File: src/rtl/alu_pkg.sv
`default_nettype none
// ============================================================================
// Module   : alu_pkg
// Summary  : Shared op encodings, stage states and branch resolution helper
//            for the ALU execute stage.
// Revision : 1.0 - initial release
// ============================================================================
package alu_pkg;

    localparam int unsigned C_XLEN    = 32;
    localparam int unsigned C_SHAMT_W = 5;

    typedef enum logic [3:0] {
        OP_AND  = 4'b0000,
        OP_OR   = 4'b0001,
        OP_ADD  = 4'b0010,
        OP_XOR  = 4'b0011,
        OP_SLL  = 4'b0100,
        OP_SLTU = 4'b0101,
        OP_SUB  = 4'b0110,
        OP_SUBU = 4'b0111,
        OP_SRL  = 4'b1000,
        OP_SLT  = 4'b1010,
        OP_SRA  = 4'b1100
    } alu_op_e;

    typedef enum logic [1:0] {
        ST_IDLE  = 2'b00,
        ST_SHIFT = 2'b01,
        ST_DONE  = 2'b10
    } exec_state_e;

    // con is packed as {beq, bnq, blt, bgt}; bgt means greater-or-equal.
    function automatic logic branch_resolve(
        input logic       br,
        input logic [3:0] con,
        input logic       z,
        input logic       l
    );
        return br && ((con[3] && z) || (con[2] && !z) ||
                      (con[1] && l) || (con[0] && !l));
    endfunction

endpackage : alu_pkg
`default_nettype wire

File: src/rtl/alu_serial_shifter.sv
`default_nettype none
// ============================================================================
// Module   : alu_serial_shifter
// Summary  : One-bit-per-cycle shifter, or a combinational barrel shifter
//            when SERIAL_SHIFT is 0.
// Revision : 1.0 - initial release
// ============================================================================
module alu_serial_shifter #(
    parameter int unsigned XLEN         = 32,
    parameter int unsigned SHAMT_W      = 5,
    parameter bit          SERIAL_SHIFT = 1'b1
) (
    input  logic               clk,
    input  logic               rst,
    input  logic               load,
    input  logic               dir,
    input  logic               arith,
    input  logic [SHAMT_W-1:0] shamt,
    input  logic [XLEN-1:0]    data,
    output logic               busy,
    output logic               done,
    output logic [XLEN-1:0]    data_out
);

    generate
        if (SERIAL_SHIFT) begin : g_serial
            logic [SHAMT_W-1:0] r_cnt;
            logic [XLEN-1:0]    r_data;
            logic               r_dir;
            logic               r_arith;
            logic               w_fill;
            logic [XLEN-1:0]    w_step;

            assign w_fill = r_arith & r_data[XLEN-1];
            assign w_step = r_dir ? {w_fill, r_data[XLEN-1:1]}
                                  : {r_data[XLEN-2:0], 1'b0};

            always_ff @(posedge clk) begin
                if (rst) begin
                    r_cnt   <= '0;
                    r_data  <= '0;
                    r_dir   <= 1'b0;
                    r_arith <= 1'b0;
                end else if (load) begin
                    r_cnt   <= shamt;
                    r_data  <= data;
                    r_dir   <= dir;
                    r_arith <= arith;
                end else if (r_cnt != '0) begin
                    r_cnt  <= r_cnt - SHAMT_W'(1);
                    r_data <= w_step;
                end
            end

            // data_out already carries the bit moved on this cycle, so the
            // consumer can capture the final value on the done cycle.
            assign busy     = (r_cnt != '0);
            assign done     = (r_cnt == SHAMT_W'(1));
            assign data_out = w_step;
        end else begin : g_barrel
            logic w_unused;

            always_comb begin
                data_out = '0;
                if (!dir) begin
                    data_out = data << shamt;
                end else if (arith) begin
                    data_out = $unsigned($signed(data) >>> shamt);
                end else begin
                    data_out = data >> shamt;
                end
            end

            assign busy     = 1'b0;
            assign done     = load;
            assign w_unused = ^{clk, rst};
        end
    endgenerate

endmodule : alu_serial_shifter
`default_nettype wire

File: src/rtl/alu_seq_exec.sv
`default_nettype none
// ============================================================================
// Module   : alu_seq_exec
// Summary  : Registered ALU execute stage with valid/ready handshake, flags,
//            branch resolution and an optional bit-serial shifter.
// Revision : 1.0 - initial release
// ============================================================================
module alu_seq_exec
    import alu_pkg::*;
#(
    parameter int unsigned XLEN         = C_XLEN,
    parameter int unsigned SHAMT_W      = C_SHAMT_W,
    parameter bit          SERIAL_SHIFT = 1'b1
) (
    input  logic            clk,
    input  logic            reset,
    input  logic            in_valid,
    output logic            in_ready,
    input  logic [3:0]      operation,
    input  logic [XLEN-1:0] src_a,
    input  logic [XLEN-1:0] src_b,
    input  logic            branch,
    input  logic            con_beq,
    input  logic            con_bnq,
    input  logic            con_blt,
    input  logic            con_bgt,
    output logic            out_valid,
    input  logic            out_ready,
    output logic [XLEN-1:0] result,
    output logic            zero,
    output logic            lt,
    output logic            branch_taken
);

    localparam logic [1:0] c_st_idle  = ST_IDLE;
    localparam logic [1:0] c_st_shift = ST_SHIFT;
    localparam logic [1:0] c_st_done  = ST_DONE;

    logic [1:0]      r_state;
    logic [XLEN-1:0] r_result;
    logic            r_zero;
    logic            r_lt;
    logic            r_bt;
    logic            r_branch;
    logic [3:0]      r_con;

    alu_op_e          w_op;
    logic             w_accept;
    logic             w_is_shift;
    logic             w_start_serial;
    logic [SHAMT_W-1:0] w_shamt;
    logic [3:0]       w_con;
    logic [XLEN-1:0]  w_diff;
    logic             w_slt;
    logic             w_sltu;
    logic [XLEN-1:0]  w_res;
    logic             w_lt;
    logic             w_zero;
    logic [XLEN-1:0]  w_sh_imm;
    logic [XLEN-1:0]  w_sh_out;
    logic             w_sh_busy;
    logic             w_sh_done;
    logic             w_sh_zero;
    logic             w_unused;

    assign w_op       = alu_op_e'(operation);
    assign w_shamt    = src_b[SHAMT_W-1:0];
    assign w_con      = {con_beq, con_bnq, con_blt, con_bgt};
    assign w_diff     = src_a - src_b;
    assign w_slt      = $signed(src_a) < $signed(src_b);
    assign w_sltu     = src_a < src_b;
    assign w_is_shift = (w_op == OP_SLL) || (w_op == OP_SRL) || (w_op == OP_SRA);

    assign in_ready       = (r_state == c_st_idle) ||
                            ((r_state == c_st_done) && out_ready);
    assign w_accept       = in_valid && in_ready;
    assign w_start_serial = SERIAL_SHIFT && w_is_shift && (w_shamt != '0);

    // In serial mode only a zero-amount shift completes immediately.
    assign w_sh_imm = SERIAL_SHIFT ? src_a : w_sh_out;

    always_comb begin
        w_res = '0;
        w_lt  = 1'b0;
        case (w_op)
            OP_AND:  w_res = src_a & src_b;
            OP_OR:   w_res = src_a | src_b;
            OP_ADD:  w_res = src_a + src_b;
            OP_XOR:  w_res = src_a ^ src_b;
            OP_SUB: begin
                w_res = w_diff;
                w_lt  = w_slt;
            end
            OP_SUBU: begin
                w_res = w_diff;
                w_lt  = w_sltu;
            end
            OP_SLT: begin
                w_res = {{(XLEN-1){1'b0}}, w_slt};
                w_lt  = w_slt;
            end
            OP_SLTU: begin
                w_res = {{(XLEN-1){1'b0}}, w_sltu};
                w_lt  = w_sltu;
            end
            OP_SLL, OP_SRL, OP_SRA: w_res = w_sh_imm;
            default: w_res = '0;
        endcase
    end

    assign w_zero    = (w_res == '0);
    assign w_sh_zero = (w_sh_out == '0);

    alu_serial_shifter #(
        .XLEN         (XLEN),
        .SHAMT_W      (SHAMT_W),
        .SERIAL_SHIFT (SERIAL_SHIFT)
    ) u_shifter (
        .clk      (clk),
        .rst      (reset),
        .load     (w_accept && w_is_shift),
        .dir      ((w_op == OP_SRL) || (w_op == OP_SRA)),
        .arith    (w_op == OP_SRA),
        .shamt    (w_shamt),
        .data     (src_a),
        .busy     (w_sh_busy),
        .done     (w_sh_done),
        .data_out (w_sh_out)
    );

    always_ff @(posedge clk) begin
        if (reset) begin
            r_state  <= c_st_idle;
            r_result <= '0;
            r_zero   <= 1'b0;
            r_lt     <= 1'b0;
            r_bt     <= 1'b0;
            r_branch <= 1'b0;
            r_con    <= '0;
        end else begin
            case (r_state)
                c_st_idle, c_st_done: begin
                    if (w_accept) begin
                        if (w_start_serial) begin
                            // Branch qualifiers wait for the final shift value.
                            r_state  <= c_st_shift;
                            r_branch <= branch;
                            r_con    <= w_con;
                        end else begin
                            r_state  <= c_st_done;
                            r_result <= w_res;
                            r_zero   <= w_zero;
                            r_lt     <= w_lt;
                            r_bt     <= branch_resolve(branch, w_con, w_zero, w_lt);
                        end
                    end else if ((r_state == c_st_done) && out_ready) begin
                        r_state <= c_st_idle;
                    end
                end
                c_st_shift: begin
                    if (w_sh_done) begin
                        r_state  <= c_st_done;
                        r_result <= w_sh_out;
                        r_zero   <= w_sh_zero;
                        r_lt     <= 1'b0;
                        r_bt     <= branch_resolve(r_branch, r_con, w_sh_zero, 1'b0);
                    end
                end
                default: r_state <= c_st_idle;
            endcase
        end
    end

    assign out_valid    = (r_state == c_st_done);
    assign result       = r_result;
    assign zero         = r_zero;
    assign lt           = r_lt;
    assign branch_taken = r_bt;
    assign w_unused     = w_sh_busy;

endmodule : alu_seq_exec
`default_nettype wire
File: config.mk
export PLATFORM = sky130hd
export DESIGN_NAME = alu_seq_exec
export DESIGN_NICKNAME = d
export VERILOG_FILES = /design/src/rtl/alu_pkg.sv /design/src/rtl/alu_serial_shifter.sv /design/src/rtl/alu_seq_exec.sv
export SDC_FILE = /design/constraint.sdc
export NUM_CORES = 1
export LEC_CHECK = 0
export BUFFER_PORTS_ARGS = -buffer_cell sky130_fd_sc_hd__buf_2
export CAP_MARGIN = 25
export CORE_ASPECT_RATIO = 0.8
export CORE_MARGIN = 8
export CORE_UTILIZATION = 30
export CTS_CLUSTER_SIZE = 24
export DETAILED_ROUTE_END_ITERATION = 8
export SLEW_MARGIN = 10
export SYNTH_ARGS = -nofsm -noshare
export SYNTH_HDL_FRONTEND = slang
export SYNTH_SLANG_ARGS = --single-unit
File: constraint.sdc
create_clock -name clk -period 3.5 [get_ports clk]
set_input_delay 0.525 -clock clk [delete_from_list [all_inputs] [get_ports clk]]
set_output_delay 0.525 -clock clk [all_outputs]
set_load 0.01 [all_outputs]
Word level (Yosys, flattened, before mapping):

Cells that the tools add are included.

* bits in registers: 81
* output and inout bits: 37
* logic and storage cells: 105

* add/sub/neg operators: 3
* order comparisons: 2
* eq/ne operators: 17
* muxes and demuxes: 28
* bitwise operators: 4
* reduce and logical (&&, ||, !) cells: 40

Operator list (count)
* $pmux 32 s8: 1
* $mux 32: 6
* $logic_not 32->1: 2
* $lt 32x32->1: 2
* $pmux 32 s2: 1
* $add 32x32->32: 1
* $and 32x32->32: 1
* $or 32x32->32: 1
* $sub 32x32->32: 1
* $xor 32x32->32: 1
* $eq 4x3->1 const B: 4
* $eq 4x4->1 const B: 3
* $logic_and 1x1->1: 12
* $mux 5: 2
* $reduce_bool 5->1: 2
* $logic_or 1x1->1: 9
* $mux 1: 9
* $eq 4x2->1 const B: 2
* $mux 2: 4
* $pmux 1 s2: 4
* $reduce_or 2->1: 4
* $eq 5x1->1 const B: 1
* $sub 5x1->5 const B: 1
* $eq 4x1->1 const B: 1
* other kinds (15): 19

Longest topological paths before layout:

Gate-level depths: netlist of run 1.

* depth after elaboration: 13
* gate-level depth with buffers: 15

Cells and area by module:

From an unflattened synthesis of run 1, not the netlist that was laid out.

* cell total of the unflattened synthesis: 1531
* area, all modules: 10720.3 µm²

Modules (own cells, without submodules)
* alu_seq_exec: times used 1, cells an instance 1265, area each 8395.6 µm², sequential area each 820.8 µm²
* alu_serial_shifter: times used 1, cells an instance 266, area each 2324.7 µm², sequential area each 780.7 µm²

Worst setup path before layout of run 1:

Ideal clock, no wire load.

* path kind: input to register
* start: input port src_a[1]
* end: register r_zero, in the netlist zero
* setup time: 0.086 ns
* arrival time: 3.733 ns
* data required time: 3.414 ns
* setup slack: -0.320 ns
* stages: 13
* buffers on the path: 0
* path through: inv_1 > ha_1 > o21ba_1 > or4_4 > a2111oi_4 > o31ai_1 > a222oi_1 > nand4_1 > or4_1 > nor4_1 > and4_1 > nand3_1 > a221oi_2

* word-level cells in the longest chain between the ends: 6
* elaborated cells between the ends (all ways): 12
* those cells by class: add/sub: 2; order compare: 2; mux: 4; bitwise: 3; reduce/logical: 1

RTL lines
* start: declaration: RTL line alu_seq_exec.sv:20 `input logic [XLEN-1:0] src_a,`
* $sub 32x32->32 (tied with other cells): RTL line alu_seq_exec.sv:69 `assign w_diff = src_a - src_b;`
* $pmux 32 s8 *: RTL line alu_seq_exec.sv:85 `case (w_op)`
* $logic_not 32->1 *: RTL line alu_seq_exec.sv:111 `assign w_zero = (w_res == '0);`
* $mux 1 *: RTL line alu_seq_exec.sv:144 `if (w_start_serial) begin`
* $mux 1 *: RTL line alu_seq_exec.sv:143 `if (w_accept) begin`
* $pmux 1 s2 *: RTL line alu_seq_exec.sv:141 `case (r_state)`
* end signal: assignment: RTL line alu_seq_exec.sv:152 `r_zero <= w_zero;`
* end signal: assignment: RTL line alu_seq_exec.sv:164 `r_zero <= w_sh_zero;`
* end: declaration: RTL line alu_seq_exec.sv:41 `logic r_zero;`

Mark *: on every way between the ends. The rest lies on a longest branch, timed or not. The select of a mux whose other input is x is not followed.
A chain may end at the register's enable or synchronous reset.

Worst setup path after layout of run 1:

Same ends and word-level chain as after synthesis.

==> results of run 1 <==
kinds of logic after synthesis:
family          count (synthesis)  share of synthesized area
mux                            65                     0.0630
flops                          80                      0.153
buf+inv                       212                     0.0779
simple gates                  528                      0.240
xor+xnor                        7                    0.00586
compound gates                528                      0.335
fa+ha+maj                     104                      0.126
sequential cells by signal (all words and copies together), names as in the netlist:
name and count:
lt 1, u_shifter.g_serial.r_data 32, branch_taken 1, r_con 3
result 32, u_shifter.g_serial.r_dir 1, u_shifter.g_serial.r_arith 1, zero 1
u_shifter.g_serial.r_cnt 5, r_branch 1, r_state 2
metal layers:
metal  share of wire  global-route usage
met2            0.44               0.388
met4           0.036              0.0831
met1            0.45               0.331
met3           0.076              0.0433
met5               0                   0
worst max path at each step:
stage | to | slack [ps] | depth (start not counted)
finish | zero | -380 | 16
global route | zero | -480 | 16
CTS | zero | -230 | 16
detailed placement | branch_taken | -920 | 15
global placement | branch_taken | -800 | 15
floorplan | zero | -250 | 13
report_power, final:
| part | switching, mW | leakage (nW) | internal, mW |
|---|---|---|---|
| combinational | 2.09 | 6.40 | 1.60 |
| sequential | 0.197 | 0.657 | 1.14 |
| clock | 0.401 | 0.156 | 0.626 |
| total | 2.69 | 7.21 | 3.37 |
worst register-to-register path: cells and delay by family (launching register included):
kind	cells	cell delay (ps)
muxes	2	960
and+or+nand+nor	4	940
DFF	1	680
AOI/OAI and AO/OA	4	570
layout by cell type (no fill, tap or decap), drive strengths merged, types with 16 or more instances in the layout:
| master | Yosys | routed |
|---|---|---|
| a211oi | 81 | 81 |
| ha | 102 | 102 |
| nor2b | 24 | 24 |
| o21ai | 59 | 59 |
| o211ai | 16 | 16 |
| and2 | 18 | 18 |
| nand4 | 27 | 27 |
| buf | 15 | 586 |
| inv | 104 | 104 |
| o22ai | 25 | 25 |
| nor2 | 214 | 214 |
| dfxtp | 80 | 80 |
| nand2 | 87 | 87 |
| a21oi | 185 | 185 |
| nor4 | 20 | 20 |
| nor3 | 41 | 41 |
| o31ai | 21 | 21 |
| mux2i | 58 | 58 |
| nand3 | 35 | 35 |
stage by stage:
step / power [mW] / TNS (ps)
floorplan: 3.35 / -426
global placement: 4.77 / -7770
detailed placement: 4.82 / -9160
CTS: 5.94 / -514
global route: 6.46 / -1720
finish: 6.06 / -989
area by class of cell:
class | count | area share
Clock buffer | 9 | 0.0144
Inverter | 105 | 0.0255
Timing Repair Buffer | 586 | 0.270
Sequential cell | 80 | 0.103
Tap cell | 472 | 0.0378
Multi-Input combinational cell | 1232 | 0.544
Clock inverter | 7 | 0.00609
repair_timing:
item	in CTS	in global routing
gates resized for setup	51	32
pin swaps	15	10
setup endpoints to repair	12	19
setup buffers	8	3
==> metrics.txt, run 1 <==
outcome=finished, violations left; failing checks=setup timing; cts bufs inserted=9; layout cells sized above 1=0.348; Worst Setup End Kind=flop; PwrDens=388 nW/um^2; TritonCTS clock tree=yes; Seq/Total Area, Yosys=0.153; Final Cell Area=around 16000 sq um; CP top delay family=compound AO/OA/AOI/OAI gates; cell leakage power=7.21 nW; Avg Inst Size Synth=6.87 sq um; Register Area=roughly 1600 sq um; Gate Count Post-Synth=~1500; largest area contributor in the netlist=dfxtp_1; global-route wire length before repair=79400 microns; input/output buffers=between 100 and 150; hold depth=4; Cell Count, Final, Fillers Out=between 2000 and 2500; Max Cap Viol=0; Synth Flop Type=dfxtp_1; vias per inst=around 5.6; Pre-antenna DRT Iters=5; die width=225 microns; Area after DPL=about 15000 sq um; vias=roughly 14000; DRT Wirelength=~52000 microns; GRT Util Overall=0.244; worst slew pin tran=roughly 900 ps; dpl cells=roughly 2500; mapped cell area=approximately 10000 sq um; Remaining Overflow, GRT=0; vias in the first global route=about 14000; clk_lat worst skew=between 300 and 400 ps; fin crit period=between 3000 and 4000 ps; WS Path Type=primary input to flop; setup slack after layout=-377 ps; Final setup viols=5; remaining antenna violation count=0; Place WS=-923 ps; post-synth cell types=82; WP buf/inv=4; final hold vios=0; core area=34600 sq um; Worst path slowest cell=or4_4; root buffer cell=clkbuf_16; DR iter-0 viols=around 1400; Fmax=0.258 GHz; hold path start=out_ready; Finished Core Util=0.452; Post-synth ARST share=0; hold buffers post-CTS=0; full die area=a little over 40000 sq um; Synth Warn #=0; Placer Congestion=0.996; CP Max Fanout=4; critical path, cell by cell=buf_8, clkinvlp_4, ha_4, o21ba_4, or4_4, a2111oi_4, buf_4, o211ai_1, a31oi_2, buf_4, mux2i_2, nand4_1, a211oi_1, and4_1, nand3_1, a221oi_2; post-synth top area share=0.153; RSZ-0062 raised after global routing=true; # IOs=between 100 and 150; top post-synthesis cells by area=dfxtp_1 15%, ha_1 12%, a21oi_1 8.8%; Nets=roughly 2200; H-tree levels=3; Min Hold Slack=roughly 450 ps; clock transition time at the flip-flop clock pins of the worst setup and hold paths=about 60 ps; worst r2r src=u_shifter.g_serial.r_dir; Initial Util=0.303; VDD IR max=roughly 0.3 mV; Area growth, synth to finish=49.2%; DPL Wire Length=~43000 microns; initial antenna violation count=0; hold path endpoint=r_state[1]; ANT cells=0; Post-synth top cells=214 x nor2_1, 185 x a21oi_1, 104 x inv_1; die height=about 180 microns; wire per inst=roughly 21 microns; terminus of the critical flop-to-flop path=branch_taken; residual DRC count=0; flop2flop setup slack=~290 ps; final setup skew=4.53 ps; largest net degree at the start of global routing=76; Sink Count=80; Worst Path Arrival=4140 ps; Critical Path RT=between 3000 and 4000 ps; Tcrit/Tclk final=1.11; most frequent cell after synthesis=nor2_1; Fillers=~3600; CP Launch Type=primary input; Worst R2R Path Depth=10; syn nets=roughly 1700; Pins Over Slew Limit=0; Max clock buf depth=2; Post-synth EDFFs=0; Yosys reg bits=80; Max-slew headroom=0.393; area of the multi-input gates=about 8500 sq um; Top cell by count, worst path=buf_4; Critical Path Start=src_a[1]; Worst Hold Class=primary input to flop; num rows=61; CP max stage delay=480 ps
Note: power is estimated with default switching activity, not from simulation.
==> run 2: changes to the inputs <==
- PLACE_DENSITY: default -> 0.56
==> run 2 against run 1 <==
The flow still finishes with violations (setup timing). Largest power group unchanged. First-iteration DRC count increased by 5.0%. Critical endpoint unchanged. Routed wire length fell by 1.5%. Register-to-register slack gained 30 ps. Largest cell class unchanged. Critical path type unchanged. Worst setup slack got worse by 7.0 ps. Sequential power barely moved. Maximum frequency down 0.18%. Cell area up 0.42%.
==> metrics.txt, run 2 (synthesis results as in run 1) <==
Fmax=0.257 GHz (-0.18%); final hold vios=0 (unchanged); residual DRC count=0 (unchanged); hold buffers post-CTS=0 (unchanged); vias=13713 (-1.0%); Pins Over Slew Limit=0 (unchanged); WS Path Type=primary input to flop; Initial Util=0.303 (unchanged); vias per inst=5.50 (-1.1%); clk_lat worst skew=340 ps (about the same); cell leakage power=7.21 nW (about the same); cts bufs inserted=9 (unchanged); num rows=61 (unchanged); area of the multi-input gates=8510 sq um (+0.24%); root buffer cell=clkbuf_16; input/output buffers=113 (unchanged); WP buf/inv=5 (+1); worst slew pin tran=968 ps (+60.7 ps); Cell Count, Final, Fillers Out=2493 (+0.080%); CP Max Fanout=5 (+1); Worst Hold Class=primary input to flop; initial antenna violation count=0 (unchanged); most frequent cells in the layout=463 x buf_4, 208 x nor2_1, 173 x a21oi_1; Setup TNS=-742 ps (+247 ps); wire per inst=20.6 microns (-1.6%); Finished Core Util=0.454 (+0.00192); Max Cap Viol=0 (unchanged); die width=225 microns (unchanged); dpl cells=2463 (-0.12%); # IOs=114 (unchanged); Worst R2R Path Depth=11 (+1); Critical Path RT=3750 ps (about the same); vias in the first global route=13309 (-2.2%); Max clock buf depth=2 (unchanged); core area=34600 sq um (unchanged); remaining antenna violation count=0 (unchanged); VDD IR max=0.322 mV (+9.9%); clock transition time at the flip-flop clock pins of the worst setup and hold paths=60 ps (about the same); CP Launch Type=primary input; Max-slew headroom=0.352 (-0.0407); DR iter-0 viols=1422 (+5.0%); Worst Setup End Kind=flop; Remaining Overflow, GRT=0 (unchanged); worst r2r src=u_shifter.g_serial.r_dir; Top cell by count, worst path=buf_4; setup slack after layout=-384 ps (-7.05 ps); fin crit period=3880 ps (+7.05 ps); Worst path slowest cell=or4_4; layout cells sized above 1=0.351 (+0.00312); commonest non-fill, non-tap cell in the layout=buf_4; Final setup viols=2 (-3); outcome=finished, violations left; Tcrit/Tclk final=1.11 (+0.00201); critical path, cell by cell=buf_8, clkinvlp_4, ha_4, o21ba_4, or4_4, a2111oi_4, o211ai_1, buf_4, buf_4, a31o_4, a22o_1, a31oi_4, nand3b_1, nor4b_4, buf_4, nand3_1, a221oi_2; final setup skew=9.76 ps (+5.24 ps); Fillers=3567 (+0.25%); ANT cells=0 (unchanged); H-tree levels=3 (unchanged); CP top delay family=compound AO/OA/AOI/OAI gates; Area growth, synth to finish=49.8%; terminus of the critical flop-to-flop path=branch_taken; Placer Congestion=0.975 (-2.1%); DRT Wirelength=51300 microns (-1.5%); PwrDens=382 nW/um^2 (-1.4%); Worst Path Arrival=4130 ps (about the same); hold depth=4 (unchanged); TritonCTS clock tree=yes; Nets=2197 (+0.091%); Sink Count=80 (unchanged); RSZ-0062 raised after global routing=true; flop2flop setup slack=320 ps (+30 ps); global-route wire length before repair=78400 microns (-1.3%); total chip power=5.99 mW (-1.0%); hold path start=out_ready; CP max stage delay=480 ps (about the same); die height=183 microns (unchanged); hold path endpoint=r_state[1]; full die area=41200 sq um (unchanged); Pre-antenna DRT Iters=6 (+1); Register Area=1600 sq um (unchanged); GRT Util Overall=0.241 (-0.00349); largest net degree at the start of global routing=76 (unchanged); failing checks=setup timing; DPL Wire Length=42600 microns (-0.95%)
-- run 2: cell types whose count changed in the layout (fill, tap and decap cells not counted), sizes merged --
cell and change:
clkbuf +1, buf +2, bufinv -1, clkinv -2
inv +1, clkinvlp +1
-- run 2: report_power, final --
part	switching, mW	total (mW)	internal, mW
logic	2.08	3.67	1.59
clock network	0.402	0.977	0.575
registers	0.202	1.35	1.14
-- run 2: routing by layer --
layer / global-route usage / routed length, microns / vias to the layer above
li1: - / - / 6571
met1: 0.334 / 23600 / 6520
met2: 0.381 / 22600 / 551
met3: 0.0439 / 3690 / 71
met4: 0.0606 / 1360 / 0
met5: 0 / 0 / -
-- run 2: layout make-up --
cell class,instances,area share
tap,472,0.0377
clock buffer,10,0.0152
clock inverter,6,0.00431
sequential,80,0.102
timing repair buffer,588,0.272
multi-input combinational,1232,0.543
inverter,105,0.0254
-- run 2: worst max path at each step --
stage | end | cells after the start | from
3_3_place_gp | branch_taken | 19 | src_b[8]
2_1_floorplan | zero | 13 | src_a[1]
6_report | zero | 17 | src_a[1]
5_1_grt | zero | 17 | src_a[1]
3_5_place_dp | zero | 15 | src_a[1]
4_1_cts | zero | 16 | src_a[1]
-- run 2: what timing repair did --
item	in CTS	in global routing
setup buffers	4	11
endpoints found under the setup margin	11	20
gates resized for setup	20	74
pin swaps	7	13
cloned	0	0
-- run 2: through the flow --
step | hold slack, ps | worst slack [ps] | cell area (sq um)
after floorplan | 451 | -251 | 10500
after global placement | 441 | -784 | 14800
after detailed placement | 454 | -901 | 14800
after CTS | 437 | -403 | 15300
after global routing | 441 | -492 | 15700
final | 448 | -384 | 15700
-- run 2: worst reg2reg max path, stage by stage, from the launching register on --
cell and delay, ps:
dfxtp_2 660, buf_12 250, mux2i_1 400, nand4_1 170, nor4_1 420, nand4_1 210
mux2_2 320, o211ai_1 190, nand2b_1 120, nor2_1 100, mux2_2 150, a31oi_1 70
